`src/rtl/rst_req_ctrl.sv`:
```
// rst_req_ctrl: merges masked reset requests into one pulse with a minimum high time and a post-release holdoff,
// and records which sources fired plus a saturating count of assertions.
module rst_req_ctrl #(
    parameter int NUM_SRC   = 4,
    parameter int MIN_PULSE = 16,
    parameter int HOLDOFF   = 8,
    parameter int CNT_W     = 8
) (
    input  logic               ref_clk_i,
    input  logic               glob_arst_i,
    input  logic [NUM_SRC-1:0] req_i,
    input  logic [NUM_SRC-1:0] req_mask_i,
    input  logic               cause_clr_i,
    output logic               arst_req_o,
    output logic               busy_o,
    output logic [NUM_SRC-1:0] cause_o,
    output logic [CNT_W-1:0]   rst_cnt_o
);
    localparam int TMAX = MIN_PULSE > HOLDOFF ? MIN_PULSE : HOLDOFF;
    localparam int TW   = TMAX > 2 ? $clog2(TMAX) : 1;
    localparam logic [TW-1:0] PULSE_LD = TW'(MIN_PULSE - 1);
    localparam logic [TW-1:0] HOLD_LD  = TW'(HOLDOFF > 0 ? HOLDOFF - 1 : 0);
    typedef enum logic [1:0] {IDLE, ASSERT, HOLD, COOLDOWN} state_t;
    // With no holdoff the release goes straight back to IDLE for one low cycle.
    localparam state_t REL = HOLDOFF == 0 ? IDLE : COOLDOWN;
    state_t            state;
    logic [TW-1:0]     timer;
    logic              pending;
    logic [NUM_SRC-1:0] eff;
    logic              active;
    logic [CNT_W-1:0]  cnt_inc;
    assign eff     = req_i & ~req_mask_i;
    assign active  = |eff;
    assign cnt_inc = &rst_cnt_o ? rst_cnt_o : rst_cnt_o + 1'b1;
    always_ff @(posedge ref_clk_i or posedge glob_arst_i) begin
        if (glob_arst_i) begin
            state      <= IDLE;
            timer      <= '0;
            pending    <= 1'b0;
            arst_req_o <= 1'b0;
            busy_o     <= 1'b0;
            cause_o    <= '0;
            rst_cnt_o  <= '0;
        end else begin
            cause_o <= (state == IDLE && cause_clr_i) ? eff : cause_o | eff;
            case (state)
                IDLE: if (active) begin
                    state      <= ASSERT;
                    arst_req_o <= 1'b1;
                    busy_o     <= 1'b1;
                    timer      <= PULSE_LD;
                    rst_cnt_o  <= cnt_inc;
                end
                ASSERT, HOLD: begin
                    if (state == ASSERT && timer != '0) timer <= timer - 1'b1;
                    else if (active) state <= HOLD;
                    else begin
                        state      <= REL;
                        arst_req_o <= 1'b0;
                        busy_o     <= HOLDOFF != 0;
                        timer      <= HOLD_LD;
                    end
                end
                COOLDOWN: begin
                    if (timer != '0) begin
                        timer   <= timer - 1'b1;
                        pending <= pending | active;
                    end else if (pending || active) begin
                        state      <= ASSERT;
                        arst_req_o <= 1'b1;
                        timer      <= PULSE_LD;
                        rst_cnt_o  <= cnt_inc;
                        pending    <= 1'b0;
                    end else begin
                        state  <= IDLE;
                        busy_o <= 1'b0;
                    end
                end
                default: state <= IDLE;
            endcase
        end
    end
endmodule

```
`config.mk`:
```
export PLATFORM = sky130hd
export DESIGN_NAME = rst_req_ctrl
export DESIGN_NICKNAME = d
export VERILOG_FILES = /design/src/rtl/rst_req_ctrl.sv
export SDC_FILE = /design/constraint.sdc
export NUM_CORES = 1
export LEC_CHECK = 0
export ABC_CLOCK_PERIOD_IN_PS = 3300
export BUFFER_PORTS_ARGS = -buffer_cell sky130_fd_sc_hd__buf_2
export CAP_MARGIN = 25
export CELL_PAD_IN_SITES_DETAIL_PLACEMENT = 0
export CELL_PAD_IN_SITES_GLOBAL_PLACEMENT = 1
export CORE_MARGIN = 2
export CORE_UTILIZATION = 40
export DETAILED_ROUTE_END_ITERATION = 8
export GPL_TIMING_DRIVEN = 0
export HOLD_SLACK_MARGIN = 0.06
export PLACE_DENSITY_LB_ADDON = 0.25
export SYNTH_ARGS = -nofsm -noshare
export SYNTH_HDL_FRONTEND = slang
export SYNTH_SLANG_ARGS = --single-unit
```
`constraint.sdc`:
```
create_clock -name ref_clk_i -period 3.3 [get_ports ref_clk_i]
set_input_delay 0.33 -clock ref_clk_i [delete_from_list [all_inputs] [get_ports ref_clk_i]]
set_output_delay 0.33 -clock ref_clk_i [all_outputs]
set_load 0.01 [all_outputs]
```
==> out/qor.csv <==
metric,value,unit
final_common_cell,buf_2,
slew_viol_final,0,
cts-root-buf,clkbuf_4,
post-route-min-period,2.14,ns
relSlewSlack,47.0,%
critPathArrivalTime,2.34,ns
fin_cells,183,
cts_buffer_depth,2,
pin_count,25,
r2r_start,timer[0],
power_density,1020,mW/mm^2
clkPwrFrac,8.9,%
grt_start_max_net_pins,22,
pwr-share-seq,34.6,%
final_cell_mix,"buf_2 (24), dfrtp_1 (21), a21oi_1 (17), nor2_1 (13), nand2_1 (13)",
coreArea,0.00278,sq mm
gr-usage-all-layers,15.2,%
cellInternalPower,769,uW
cpPeakStageDelay,0.45,ns
reg2reg_slack,1.16,ns
leakage,0.658,nW
fmax,468,MHz
syn_nets,141,
met2_length,1080,um
h-tree-depth,1,
critPathCapture,rst_cnt_o[5],
ys.flop_type,dfrtp_1,
grt_antenna_before_repair,0,
cap_violations,0,
cp-end-kind,register,
worst-path-stages,7,
cts_sinks,21,
r2r-end,rst_cnt_o[5],
syn_avg_cell_area,9.59,sq um
synthArstFlopShare,100,%
area_delta_synth_final,15.7,%
nets,170,
cts.clk_slew.worst_paths,0.12,ns
detail-route-antenna-nets,0,
cts_buffers,3,
std_cell_rows,19,
p_switching,632,uW
place_inst,179,
synth_edf_count,0,
setup_tns,0,ns
cts_tree,built,
detail_route.wl_per_cell,12.8,um
ir_drop,0.520,mV
clock_latency,0.30,ns
path_buf_inv,1,
clock_skew,0.00517,ns
netlist_instances,124,
fp.dieW,58.5,um
grt-ovfl-total,0,
syn_area,0.00119,sq mm
start_kind,register,
cp_slowest_cell,dfrtp_1,
postCtsResizedCells,0,
drc,0,
crit_family,compound AO/OA/AOI/OAI gates,
crit_fanout,6,
reg2reg_depth,7,
place.gp.congestion,0.889,
yosys_register_bits,21,
run_status,"complete, no violations",
final-setup-viol-count,0,
dieHeight,58.5,um
netlist-cell-type-count,29,
post_cts_buffers,0,
grt_pass1_wl,3970,um
wirelength,2340,um
rsz0062_at_grt,no,
finalHoldViolCount,0,
startpoint,timer[0],
wl_met3,60,um
crit_type,reg2reg,
routed_via_density,5.12,
portBuffers,24,
die_area,0.00342,sq mm
wirelength_met1,1180,um
postCtsHoldBufs,0,
post-route-period-util,64.7,%
dr_total_vias,937,
grt_pass1_vias,881,
hold_class,in2async,
power.share.combinational,56.4,%
routed.top_layer,met4,
worstMarginPinSlew,0.794,ns
crit_required,3.51,ns
drtPass1Iterations,4,
hpwl,1810,um
yosys_warnings,0,
num_antenna_cells,0,
cp_cell_sequence,"inv_1, ha_1, or3b_1, a21oi_1, o211a_4, nand4_1, xnor2_1",
swShare,45.1,%
drive_above_1_share,26.3,%
ys_seq_area_share,44.2,%
drtIter0Drc,32,
start_util,42.7,%
[stage by stage]
stage                     setup WS, ns  hold WS, ns  instance area [sq um]  util [%]  power, mW
after global placement            1.21        0.454                   1350      48.4       1.26
after detailed placement          1.17        0.463                   1350      48.4       1.29
after CTS                         1.14        0.183                   1380      49.4       1.41
after floorplan                   1.39        0.307                   1190         -       1.07
after global routing              1.03        0.193                   1380      49.4       1.55
final                             1.16        0.152                   1380      49.4       1.40
[sequential cells by signal (all words and copies together) (netlist names)]
| signal | cells |
|---|---|
| rst_cnt_o | 8 |
| cause_o | 4 |
| timer | 4 |
| state | 2 |
| arst_req_o | 1 |
| busy_o | 1 |
| pending | 1 |
[worst min-delay path by stage]
stage | start | end | cells past startpoint
floorplan | glob_arst_i | arst_req_o | 1
global placement | cause_o[0] | cause_o[0] | 1
detailed placement | cause_o[0] | cause_o[0] | 1
CTS | glob_arst_i | rst_cnt_o[3] | 2
global route | glob_arst_i | rst_cnt_o[4] | 2
finish | glob_arst_i | rst_cnt_o[3] | 2
[power by group through the flow]
stage	Combinational, mW	Clock (mW)	Sequential, mW
detailed placement	0.799	0	0.490
global route	0.908	0.142	0.504
global placement	0.778	0	0.485
floorplan	0.569	0	0.504
finish	0.790	0.125	0.485
CTS	0.798	0.132	0.485
[area by class of cell]
| class | count | area, sq um |
|---|---|---|
| timing repair buffer | 24 | 120 |
| fill | 276 | 1410 |
| sequential | 21 | 526 |
| tap | 31 | 38.8 |
| clock inverter | 1 | 5.00 |
| multi-input combinational | 93 | 611 |
| clock buffer | 3 | 22.5 |
| buffer | 3 | 26.3 |
| inverter | 7 | 26.3 |
[cell families (layout without fill, tap and decap cells)]
family	after synthesis	count (layout)	share of synthesized area, %
AND/OR/NAND/NOR	44	44	19.9
AO/OA/AOI/OAI	35	35	18.7
flip-flops	21	21	44.2
buffers and inverters	10	38	4.42
XOR/XNOR	7	7	5.16
adder cells (fa/ha/maj)	6	6	6.32
multiplexers	1	1	1.26
[layer usage]
layer	up-vias	global-route usage (%)
li1	490	-
met1	429	21.1
met2	16	23.3
met3	2	2.64
met4	0	6.64
met5	-	0
[synth_stat cells (2+ instances only)]
| library cell | n | area [sq um] |
|---|---|---|
| nor2b_4 | 2 | 27.5 |
| a31oi_1 | 5 | 31.3 |
| nand4_1 | 2 | 12.5 |
| and3_1 | 3 | 18.8 |
| nor2_1 | 13 | 48.8 |
| nand3_1 | 2 | 10.0 |
| o21ai_0 | 4 | 20.0 |
| ha_1 | 6 | 75.1 |
| xnor2_1 | 6 | 52.6 |
| dfrtp_1 | 21 | 526 |
| inv_1 | 7 | 26.3 |
| nand2_1 | 13 | 48.8 |
| a21oi_1 | 17 | 85.1 |
| o41ai_1 | 2 | 17.5 |
| nor3_1 | 2 | 10.0 |
| buf_6 | 2 | 22.5 |
| and2b_2 | 2 | 17.5 |
| a21o_1 | 4 | 30.0 |
Power figures use the tool's default switching activity.
